## config.mk

```make
export PLATFORM = sky130hd
export DESIGN_NAME = link_fifo_buffer
export DESIGN_NICKNAME = d
export VERILOG_FILES = /design/src/rtl/link_fifo_buffer.sv
export SDC_FILE = /design/constraint.sdc
export NUM_CORES = 1
export LEC_CHECK = 0
export BUFFER_PORTS_ARGS = -buffer_cell sky130_fd_sc_hd__buf_4
export CORE_MARGIN = 2
export CORE_UTILIZATION = 54
export DETAILED_ROUTE_END_ITERATION = 16
export GPL_ROUTABILITY_DRIVEN = 0
export PLACE_DENSITY = 0.76
export SYNTH_ARGS = -nofsm -noshare
export SYNTH_HDL_FRONTEND = slang
export SYNTH_SLANG_ARGS = --single-unit
```

## constraint.sdc

```tcl
create_clock -name clock -period 2.4 [get_ports clock]
set_input_delay 0.24 -clock clock [delete_from_list [all_inputs] [get_ports clock]]
set_output_delay 0.24 -clock clock [all_outputs]
set_load 0.02 [all_outputs]
```

## src/rtl/link_fifo_buffer.sv

```systemverilog
// link_fifo_buffer: valid/ready FIFO decoupling one point-to-point link.
// Registered flags only; a pushed word is visible one cycle later.
//
// Ports:
//   clock, reset      positive-edge clock, async active-high reset
//   input_valid/_ready/_data     producer side handshake and word
//   output_valid/_ready/_data    consumer side handshake and head word
//   occupancy         words stored, 0..DEPTH
//   quiescent         buffer empty, feeds the system halt condition
module link_fifo_buffer #(
  parameter int DATA_WIDTH = 32,
  parameter int DEPTH      = 4
) (
  input  logic                    clock,
  input  logic                    reset,
  input  logic                    input_valid,
  output logic                    input_ready,
  input  logic [DATA_WIDTH-1:0]   input_data,
  output logic                    output_valid,
  input  logic                    output_ready,
  output logic [DATA_WIDTH-1:0]   output_data,
  output logic [$clog2(DEPTH):0]  occupancy,
  output logic                    quiescent
);

  localparam int PW = $clog2(DEPTH);
  localparam int CW = PW + 1;
  localparam logic [CW-1:0] FULL = CW'(DEPTH);

  logic [DATA_WIDTH-1:0] mem_q [DEPTH];

  logic [PW-1:0] rd_ptr_q;
  logic [PW-1:0] rd_ptr_d;
  logic [PW-1:0] wr_ptr_q;
  logic [PW-1:0] wr_ptr_d;
  logic [CW-1:0] count_q;
  logic [CW-1:0] count_d;

  logic push;
  logic pop;

  // Handshake flags come from the count register only, so
  // neither side sees a combinational path from the other.
  assign input_ready  = (count_q != FULL);
  assign output_valid = (count_q != '0);
  assign quiescent    = (count_q == '0);
  assign occupancy    = count_q;

  assign push = input_valid & input_ready;
  assign pop  = output_valid & output_ready;

  assign output_data = mem_q[rd_ptr_q];

  // DEPTH is a power of two, so the pointers wrap
  // naturally at their bit width.
  always_comb begin
    rd_ptr_d = rd_ptr_q;
    wr_ptr_d = wr_ptr_q;
    count_d  = count_q;
    if (push) begin
      wr_ptr_d = wr_ptr_q + PW'(1);
    end
    if (pop) begin
      rd_ptr_d = rd_ptr_q + PW'(1);
    end
    unique case ({push, pop})
      2'b10:   count_d = count_q + CW'(1);
      2'b01:   count_d = count_q - CW'(1);
      default: count_d = count_q;
    endcase
  end

  always_ff @(posedge clock or posedge reset) begin
    if (reset) begin
      rd_ptr_q <= '0;
      wr_ptr_q <= '0;
      count_q  <= '0;
    end else begin
      rd_ptr_q <= rd_ptr_d;
      wr_ptr_q <= wr_ptr_d;
      count_q  <= count_d;
    end
  end

  // Storage has no reset; stale entries are never
  // visible because output_valid gates them.
  always_ff @(posedge clock) begin
    if (push) begin
      mem_q[wr_ptr_q] <= input_data;
    end
  end

endmodule

```

==> flow_summary_export.csv <==
group,metric,value,unit
synth,synth_seq_area_share,0.796,
synth,synth_adder_area_share,0.0164,
global_routing,grt_max_degree,33,
die,design.core.area,9150,um2
synth,combinational_family_with_the_most_area_after_synthesis,"multiplexers",
sta,layout_worst_path_cycle_share,0.936,
cells_and_area,layout-drive-gt1-share,0.438,
place,hpwl_dp,4.80,mm
worst_hold_path,min_path_type,"input port to flop",
setup_path,critPathSlowestCell,"or3b_4",
pwr,seq_power_share,0.380,
setup_path,cp_data_arrival_time,2.67,ns
pwr,cell_internal_pwr,6.25,mW
synth,synth-compound-area-share,0.00198,
sta,worst_hold_slack,0.0919,ns
global_routing,aggregate_global_routing_overflow,0,
place,numPortBuffers,73,
pwr,power.switching,2.61,mW
clock_network,cts_tree,"built",
die,fp.dieArea,10100,um2
clock_network,clk_pin_slew,0.06,ns
sta,rsz0062_at_grt,"false",
setup_path,reg2reg_from,"occupancy[0]$_DFFE_PP0P_",
synth,post_synth_mux_area_share,0.148,
sta,relSlewSlack,0.424,
setup_path,cp-start-kind,"flop",
sta,report.final.setup_viol,0,
detailed_routing,avgRoutedWirePerCell,19.0,um
cells_and_area,antennaDiodeCount,0,
synth,postSynthNetCount,249,
clock_network,cts_post_setup_buffers_inserted,0,
synth,mappedNetlistArea,5050,um2
detailed_routing,post-route-drc-count,0,
setup_path,cp-end-kind,"flop",
detailed_routing,route.final.wire_length,8.56,mm
pwr,clock_power_share,0.309,
global_routing,global_route_wire_length_before_repair,13.5,mm
die,placement_rows,35,
sta,tightestPinTransition,0.864,ns
pwr,powerDensity,1330,nW/um2
sta,final_hold_viol_count,0,
cells_and_area,syn2layout_area_growth,32.5,%
die,floorplan.die.width,101,um
sta,fmaxAchievable,445,MHz
sta,final_setup_skew,0.00642,ns
cells_and_area,num-nets-final,369,
global_routing,groute.usage.overall,0.187,
clock_network,cts_buffer_depth,2,
setup_path,crit_chain,"or3b_4, and2_4, inv_1, ha_1, inv_1, fa_1, xor2_1, nor2_1, xor2_1",
synth,synth_simple_gate_area_share,0.0129,
detailed_routing,vias_per_cell,5.37,
detailed_routing,drt_iter0_markers,61,
synth,number_of_storage_elements_in_the_synthesis_netlist,135,
detailed_routing,postRouteAntennaNets,0,
sta,fin_crit,2.25,ns
synth,postSynthCellCount,207,
setup_path,worst-setup-path-type,"flop to flop",
run,cap_violations,0,
setup_path,crit_required,2.82,ns
cells_and_area,final.fill_count,517,
worst_hold_path,hold_start,"input_valid",
global_routing,first_global_vias,2595,
setup_path,cp_slowest_stage_delay,0.45,ns
die,floorplan.initialDensity,0.551,
synth,post_synth_xor_area_fraction,0.0104,
clock_network,insertion_delay,0.50,ns
pwr,switching_share,0.295,
setup_path,path_max_fanout,6,
global_routing,grt_antenna_before_repair,0,
clock_network,clock_tree.root_cell,"clkbuf_8",
die,chipHeight,101,um
synth,distinct_cells_synth,20,
pwr,power.combinational.fraction,0.310,
setup_path,setup_crit_start,"occupancy[0]$_DFFE_PP0P_",
sta,maxSlewViolCount,0,
clock_network,tritoncts_num_sinks,135,
pwr,max-vdd-ir-drop,846,uV
synth,yosys_warnings,0,
pwr,total_power,8.86,mW
clock_network,h-tree-depth,4,
die,top_level_ports,74,
detailed_routing,route.vias.total,2420,
clock_network,cts_inserted_buffers,17,
detailed_routing,first_pass_iters,4,
status,outcome,"complete, no violations",
sta,setup_total_negative_slack,0,ns
pwr,leakage,2.43,nW
synth,syn-mean-instance-area,24.4,um2
## synth_stat cells
master / instances / area share
nor2_1: 1 / 0.00074
or3_2: 1 / 0.0015
dfrtp_1: 7 / 0.035
and3_2: 4 / 0.0059
mux2i_1: 1 / 0.0020
o31a_2: 1 / 0.0020
ha_1: 5 / 0.012
fa_1: 1 / 0.0040
edfxtp_1: 128 / 0.76
or3b_4: 1 / 0.0022
buf_2: 4 / 0.0040
mux2_4: 1 / 0.0030
nand2_1: 1 / 0.00074
xnor2_1: 3 / 0.0052
xor2_1: 3 / 0.0052
clkbuf_1: 2 / 0.0015
and2_4: 1 / 0.0017
inv_1: 8 / 0.0059
mux4_2: 32 / 0.14
buf_4: 2 / 0.0030
## worst max-delay path: cells and delay by family, from the launching register on
family | cells | cell delay [ns]
flops | 1 | 0.44
xor+xnor | 2 | 0.31
buf+inv | 2 | 0.12
fa+ha+maj | 2 | 0.55
simple gates | 3 | 0.76
## routing by layer
| metal | track usage | share of wire | vias up |
|---|---|---|---|
| li1 | - | - | 1100 |
| met1 | 0.242 | 0.42 | 1253 |
| met2 | 0.300 | 0.53 | 59 |
| met3 | 0.0589 | 0.041 | 8 |
| met4 | 0.0717 | 0.0093 | 0 |
| met5 | 0 | 0 | - |
## registers in the layout, summed over array words and instances, names as in the netlist
| signal | count |
|---|---|
| rd_ptr_q | 2 |
| mem_q | 128 |
| occupancy | 3 |
| wr_ptr_q | 2 |
## power by group through the flow
stage          combinational (mW)  clock (mW)  sequential (mW)
2_1_floorplan                1.82           0             3.30
3_3_place_gp                 2.73           0             3.37
3_5_place_dp                 2.74           0             3.41
4_1_cts                      2.80        2.79             3.37
5_1_grt                      2.95        2.89             3.42
6_report                     2.75        2.74             3.37
## placed cells by master, fill, tap and decap left out, drive strengths merged
master / synthesis / final
mux2: 1 / 1
and3: 4 / 4
dfrtp: 7 / 7
edfxtp: 128 / 128
xor2: 3 / 3
xnor2: 3 / 3
clkinvlp: 0 / 1
ha: 5 / 5
clkinv: 0 / 4
o31a: 1 / 1
or3: 1 / 1
and2: 1 / 1
clkbuf: 2 / 17
fa: 1 / 1
or3b: 1 / 1
bufinv: 0 / 5
mux4: 32 / 32
nand2: 1 / 1
inv: 8 / 13
buf: 6 / 76
nor2: 1 / 1
dlygate4sd3: 0 / 33
mux2i: 1 / 1
## through the flow
| stage | utilization | cell area, um2 | cells | setup WS [ns] |
|---|---|---|---|---|
| floorplan | - | 5050 | 207 | 0.161 |
| global placement | 0.625 | 5720 | 386 | 0.243 |
| detailed placement | 0.625 | 5720 | 386 | 0.173 |
| CTS | 0.730 | 6680 | 451 | 0.0413 |
| global route | 0.731 | 6690 | 451 | 0.0395 |
| finish | 0.731 | 6690 | 451 | 0.154 |
## cell families (layout without fill, tap and decap cells)
logic type               after synthesis  count (layout)
adder cells (fa/ha/maj)                6               6
AO/OA/AOI/OAI                          1               1
XOR/XNOR                               6               6
flip-flops                           135             135
AND/OR/NAND/NOR                        9               9
multiplexers                          34              34
buffers and inverters                 16             149
## worst paths after layout
check / depth (start not counted) / end / slack [ns]
min: 3 / wr_ptr_q[0]$_DFFE_PP0P_ / 0.09
max reg2reg: 9 / occupancy[2]$_DFFE_PP0P_ / 0.15
max in group asynchronous: 3 / rd_ptr_q[1]$_DFFE_PP0P_ / 1.91
min in group asynchronous: 3 / occupancy[2]$_DFFE_PP0P_ / 0.23
min reg2reg: 1 / occupancy[2]$_DFFE_PP0P_ / 0.55
max: 9 / occupancy[2]$_DFFE_PP0P_ / 0.15
## cell type report
type,instances,area (um2),share of cell area
timing repair buffer,109,901,0.135
multi-input combinational,56,956,0.143
sequential,135,4020,0.602
clock buffer,17,414,0.0619
inverter,8,30.0,0.00449
tap,111,139,0.0208
clock inverter,15,223,0.0333
## repair_timing
action | in CTS | in global routing
hold endpoints to repair | 135 | 0
endpoints found under the setup margin | 0 | 1
gates resized for setup | 0 | 1
hold buffers | 33 | 0
Note: power is estimated with default switching activity, not from simulation.
